**config.mk**
```make
export PLATFORM = sky130hd
export DESIGN_NAME = uart_tx
export DESIGN_NICKNAME = d
export VERILOG_FILES = /design/src/rtl/uart_pkg.sv /design/src/rtl/uart_baud_counter.sv /design/src/rtl/uart_tx.sv
export SDC_FILE = /design/constraint.sdc
export NUM_CORES = 1
export LEC_CHECK = 0
export ABC_AREA = 1
export CAP_MARGIN = 25
export CELL_PAD_IN_SITES_DETAIL_PLACEMENT = 0
export CELL_PAD_IN_SITES_GLOBAL_PLACEMENT = 1
export CORE_ASPECT_RATIO = 0.9
export CORE_MARGIN = 5
export CORE_UTILIZATION = 42
export DETAILED_ROUTE_END_ITERATION = 8
export PLACE_DENSITY = 0.74
export SETUP_SLACK_MARGIN = 0.3
export SYNTH_ARGS = -nofsm -noshare
export SYNTH_HDL_FRONTEND = slang
export SYNTH_SLANG_ARGS = --single-unit
```
**constraint.sdc**
```tcl
create_clock -name ACLK -period 2.1 [get_ports ACLK]
set_input_delay 0.42 -clock ACLK [delete_from_list [all_inputs] [get_ports ACLK]]
set_output_delay 0.42 -clock ACLK [all_outputs]
set_load 0.03 [all_outputs]
```
**src/rtl/uart_pkg.sv**
```systemverilog
// Shared UART definitions for the transmitter, and later the receiver.
// With UART_TX_PARITY_EN defined, the PARITY_BIT state exists.
package uart_pkg;

  localparam int   UART_DATA_BITS  = 8;
  localparam logic UART_IDLE_LEVEL = 1'b1;

  typedef enum logic [2:0] {
    IDLE       = 3'd0,
    START_BIT  = 3'd1,
    DATA_BITS  = 3'd2,
`ifdef UART_TX_PARITY_EN
    PARITY_BIT = 3'd3,
`endif
    STOP_BIT   = 3'd4
  } uart_tx_state_t;

  function automatic int clocks_per_bit(input int freq, input int baud);
    return freq / baud;
  endfunction

endpackage

```
**src/rtl/uart_baud_counter.sv**
```systemverilog
// Bit-period counter: runs 0..CLOCKS_PER_BIT-1 and flags the last cycle of each bit.
module uart_baud_counter #(
  parameter int CLOCKS_PER_BIT = 16
) (
  input  logic ACLK,
  input  logic RESET,
  input  logic clear,
  input  logic inc,
  output logic terminal_count
);

  localparam int CNT_W = (CLOCKS_PER_BIT > 1) ? $clog2(CLOCKS_PER_BIT) : 1;
  localparam logic [CNT_W-1:0] LAST_COUNT = CNT_W'(CLOCKS_PER_BIT - 1);

  logic [CNT_W-1:0] count_q, count_d;

  always_comb begin
    count_d = count_q;
    if (clear) begin
      count_d = '0;
    end else if (inc) begin
      count_d = count_q + CNT_W'(1);
    end
  end

  always_ff @(posedge ACLK or posedge RESET) begin
    if (RESET) begin
      count_q <= '0;
    end else begin
      count_q <= count_d;
    end
  end

  assign terminal_count = (count_q == LAST_COUNT);

endmodule

```
**src/rtl/uart_tx.sv**
```systemverilog
// 8N1 UART transmitter with a one-entry holding register for gap-free back-to-back frames.
// Define UART_TX_PARITY_EN to insert an even-parity bit before the stop bit.
module uart_tx
  import uart_pkg::*;
#(
  parameter int CLOCK_FREQ = 50_000_000,
  parameter int BAUD_RATE  = 115200
) (
  input  logic       ACLK,
  input  logic       RESET,
  input  logic [7:0] TX_DATA,
  input  logic       TX_DATA_VALID,
  output logic       TX_READY,
  output logic       TXD,
  output logic       TX_BUSY
);

  localparam int CLOCKS_PER_BIT = clocks_per_bit(CLOCK_FREQ, BAUD_RATE);
  localparam logic [2:0] LAST_BIT = 3'(UART_DATA_BITS - 1);

  if (CLOCKS_PER_BIT < 2) begin : g_cpb_check
    $error("uart_tx: CLOCKS_PER_BIT must be at least 2, got %0d", CLOCKS_PER_BIT);
  end

  uart_tx_state_t state_q, state_d;
  logic [7:0]     hold_q, hold_d;
  logic           hold_full_q, hold_full_d;
  logic [7:0]     shift_q, shift_d;
  logic [2:0]     bit_idx_q, bit_idx_d;
  logic           txd_q, txd_d;
  logic           tx_ready_q, tx_ready_d;
  logic           cnt_clear, cnt_inc, cnt_tc, load_shift;

  uart_baud_counter #(
    .CLOCKS_PER_BIT(CLOCKS_PER_BIT)
  ) u_baud_counter (
    .ACLK          (ACLK),
    .RESET         (RESET),
    .clear         (cnt_clear),
    .inc           (cnt_inc),
    .terminal_count(cnt_tc)
  );

  // TXD is registered, so it is derived from the state being entered, not the current one.
  always_comb begin
    state_d     = state_q;
    hold_d      = hold_q;
    hold_full_d = hold_full_q;
    shift_d     = shift_q;
    bit_idx_d   = bit_idx_q;
    cnt_clear   = 1'b0;
    cnt_inc     = 1'b0;
    load_shift  = 1'b0;

    case (state_q)
      IDLE: begin
        cnt_clear = 1'b1;
        if (hold_full_q) begin
          load_shift = 1'b1;
          state_d    = START_BIT;
        end
      end
      START_BIT: begin
        if (cnt_tc) begin
          cnt_clear = 1'b1;
          bit_idx_d = '0;
          state_d   = DATA_BITS;
        end else begin
          cnt_inc = 1'b1;
        end
      end
      DATA_BITS: begin
        if (cnt_tc) begin
          cnt_clear = 1'b1;
          if (bit_idx_q == LAST_BIT) begin
            bit_idx_d = '0;
`ifdef UART_TX_PARITY_EN
            state_d   = PARITY_BIT;
`else
            state_d   = STOP_BIT;
`endif
          end else begin
            bit_idx_d = bit_idx_q + 3'd1;
          end
        end else begin
          cnt_inc = 1'b1;
        end
      end
`ifdef UART_TX_PARITY_EN
      PARITY_BIT: begin
        if (cnt_tc) begin
          cnt_clear = 1'b1;
          state_d   = STOP_BIT;
        end else begin
          cnt_inc = 1'b1;
        end
      end
`endif
      STOP_BIT: begin
        if (cnt_tc) begin
          cnt_clear = 1'b1;
          if (hold_full_q) begin
            load_shift = 1'b1;
            state_d    = START_BIT;
          end else begin
            state_d = IDLE;
          end
        end else begin
          cnt_inc = 1'b1;
        end
      end
      default: begin
        cnt_clear = 1'b1;
        state_d   = IDLE;
      end
    endcase

    if (load_shift) begin
      shift_d     = hold_q;
      hold_full_d = 1'b0;
    end
    // tx_ready_q is low whenever the holder is full, so this never collides with load_shift.
    if (TX_DATA_VALID && tx_ready_q) begin
      hold_d      = TX_DATA;
      hold_full_d = 1'b1;
    end
    tx_ready_d = !hold_full_d;

    txd_d = UART_IDLE_LEVEL;
    case (state_d)
      START_BIT:  txd_d = 1'b0;
      DATA_BITS:  txd_d = shift_d[bit_idx_d];
`ifdef UART_TX_PARITY_EN
      PARITY_BIT: txd_d = ^shift_d;
`endif
      default:    txd_d = UART_IDLE_LEVEL;
    endcase
  end

  always_ff @(posedge ACLK or posedge RESET) begin
    if (RESET) begin
      state_q     <= IDLE;
      hold_q      <= '0;
      hold_full_q <= 1'b0;
      shift_q     <= '0;
      bit_idx_q   <= '0;
      txd_q       <= UART_IDLE_LEVEL;
      tx_ready_q  <= 1'b1;
    end else begin
      state_q     <= state_d;
      hold_q      <= hold_d;
      hold_full_q <= hold_full_d;
      shift_q     <= shift_d;
      bit_idx_q   <= bit_idx_d;
      txd_q       <= txd_d;
      tx_ready_q  <= tx_ready_d;
    end
  end

  assign TXD      = txd_q;
  assign TX_READY = tx_ready_q;
  assign TX_BUSY  = (state_q != IDLE) || hold_full_q;

endmodule

```
==> impl_metrics.ini <==
[layout]
n_fill_cell = 361
multi_input_area_um2 = 728
stdcell_count = 285
fin_nets = 253
n_antenna_cell = 0
area_growth_syn_to_layout_pct = 23.3
final_layout_size_suffix_gt1_share_pct = 20.1
register_area_um2 = 853

[floorplan]
die_h_um = 70.1
start_util_pct = 44.2
die_area_um2 = 5380
io_pins = 14
rows = 21
die_w_um = 76.8
core_area_um2 = 3810

[worst_setup_path]
required_ns = 2.32
cp-endpoint = TXD
arrival_ns = 1.92
crit_fanout = 6
r2r-start = u_baud_counter.count_q[1]
setup.worst_path.end_class = register
reg2reg_to = TXD
reg2reg_setup_slack_ns = 0.40
critPathKind = register to register
cp-start-kind = register
rr_worst_depth = 13
startpoint = u_baud_counter.count_q[1]

[sta]
tightest_slew_ns = 0.455
rsz0062_at_grt = true
fin_setup_tns_ns = 0
skew_ns = 0.00359
min_period_over_period_pct = 81.1
max_freq_mhz = 587
relSlewSlack_pct = 69.6
drv_slew = 0
setup_viol = 0
fin_crit_ns = 1.70
finalHoldViolCount = 0

[routing]
dr.pass1.iters = 4
drt_wl_total_um = 3380
drt_drc_violations_left = 0
detail_route.wl_per_cell_um = 11.8
drt-vias-per-instance = 4.74
vias = 1351
drtIter0Drc = 118
final_antenna_net_count = 0

[synth]
ys.flop_type = dfrtp_1
synth_compound_gate_area_share_pct = 6.61
synth_area_um2 = 1690
synthAdderAreaFrac_pct = 2.97
ys_warn_count = 0
synthTopCellsByCount = nand2_1 (49), inv_1 (40), dfrtp_1 (32)
synthTopCellsByArea = dfrtp_1 (48%), nand2_1 (11%), inv_1 (8.9%)
synth_xor_area_share_pct = 0
avgSynthCellArea_um2 = 8.03
synth.net_count = 225
synth_cells = 210
synth_top_cell_by_area = dfrtp_1
async_reset_ff_share_pct = 100
synth_top_family_by_area = simple AND/OR/NAND/NOR gates
synth_top_area_share_pct = 47.5
synth_seq_area_share_pct = 50.6
ys_types = 26
ys_ff_latch = 34
yosys.area_share.simple_pct = 27.8
synth.most_common_cell = nand2_1
synth-edff-count = 0
synthMuxAreaShare_pct = 1.34

[place]
numPlacedInstances = 269
dpl.hpwl_um = 2400
portBuffers = 13
place.gp.congestion = 0.789

[grt]
grt_pass1_vias = 1254
track_usage_pct = 13.5
grt_start_max_net_pins = 35
antenna_found_initial = 0
grt_pass1_wl_um = 5710
gr-total-overflow = 0

[run]
drv_cap = 0

[clocking]
cts_hold_buf = 0
ctsHtreeMaxLevel = 2
cts_buffers = 5
clock_latency_ns = 0.28
cts-root-buf = clkbuf_8
clk_pin_slew_ns = 0.07
ctsLongestPathBuffers = 2
numClockSinks = 34
tritoncts = yes

[pwr]
ir_drop_v = 0.000473
powerDensity_nw_per_um2 = 645
leakage_nw = 1.05

[run_status]
status = finished, final reports clean

[worst_hold_path]
hold_path_class = register to register
==> cell usage in the layout, fill, tap and decap left out, types with 3 or more instances in the layout <==
cell type	instances
a21oi_1	10
buf_4	8
clkbuf_8	6
clkdlybuf4s50_1	10
dfrtp_1	32
ha_2	3
inv_1	40
inv_2	4
nand2_1	46
nand2_2	7
nand3_1	15
nor2_1	18
nor2_2	3
nor3_1	4
==> layer usage <==
metal  GRT usage [%]  share of wire [%]  vias up
li1                -                  -      707
met1            19.4                 51      611
met2            17.7                 43       31
met3            5.27                4.9        2
met4            5.83               0.68        0
met5               0                  0        -
==> worst min-delay path by stage <==
| stage | startpoint | end | slack, ns | cells after the start |
|---|---|---|---|---|
| after global placement | hold_q[4] | hold_q[4] | 0.50 | 2 |
| final | u_baud_counter.count_q[0] | u_baud_counter.count_q[0] | 0.48 | 1 |
| after detailed placement | u_baud_counter.count_q[0] | u_baud_counter.count_q[0] | 0.50 | 1 |
| after CTS | u_baud_counter.count_q[0] | u_baud_counter.count_q[0] | 0.51 | 1 |
| after floorplan | u_baud_counter.count_q[0] | u_baud_counter.count_q[0] | 0.46 | 1 |
| after global routing | u_baud_counter.count_q[0] | u_baud_counter.count_q[0] | 0.51 | 1 |
==> worst max-delay path: stages, from the launching register on <==
cell	delay (ns)
dfrtp_1	0.38
inv_1	0.06
ha_2	0.18
nand2_1	0.07
nor2_2	0.09
nand2_2	0.11
nand2_4	0.15
nand2_8	0.08
o21ai_4	0.15
nand2_1	0.07
nand3_1	0.08
nand3_1	0.07
nand3_1	0.08
nand2_1	0.05
==> area by class of cell <==
class	count	area share, %
clock buffers	7	4.15
clock inverters	1	0.241
inverters	44	7.95
multi-input cells	132	35.0
flip-flops and latches	34	41.1
well taps	46	2.77
repair buffers	21	8.79
==> registers in the layout, summed over array words and instances, names as in the netlist <==
| signal | cells |
|---|---|
| hold_full_q | 1 |
| state_q | 3 |
| hold_q | 8 |
| TX_READY | 1 |
| bit_idx_q | 3 |
| TXD | 1 |
| shift_q | 8 |
| u_baud_counter.count_q | 9 |
==> repair_timing <==
item                       4_1_cts  5_1_grt
resized for setup                3       18
setup endpoints to repair        3        2
pin swaps                        0       11
setup buffers                    0        6
gates cloned                     0        2
==> power by group <==
part | switching, mW | internal, mW
Sequential | 0.0253 | 0.711
Combinational | 0.0624 | 0.0485
Clock | 0.229 | 0.264
==> cells by family after synthesis <==
group | after synthesis
buf+inv | 46
simple gates | 105
flops | 34
compound gates | 19
mux | 2
fa+ha+maj | 4
==> stage by stage <==
| stage | worst slack, ns | power, mW | instance area, um^2 | hold slack (ns) | utilization (%) |
|---|---|---|---|---|---|
| 2_1_floorplan | 0.502 | 0.812 | 1690 | 0.460 | - |
| 3_3_place_gp | 0.378 | 0.859 | 1870 | 0.496 | 49.2 |
| 3_5_place_dp | 0.323 | 0.862 | 1870 | 0.502 | 49.2 |
| 4_1_cts | 0.303 | 1.36 | 1960 | 0.511 | 51.5 |
| 5_1_grt | 0.228 | 1.42 | 2080 | 0.508 | 54.5 |
| 6_report | 0.396 | 1.34 | 2080 | 0.478 | 54.5 |
(Power assumes the default switching activity.)
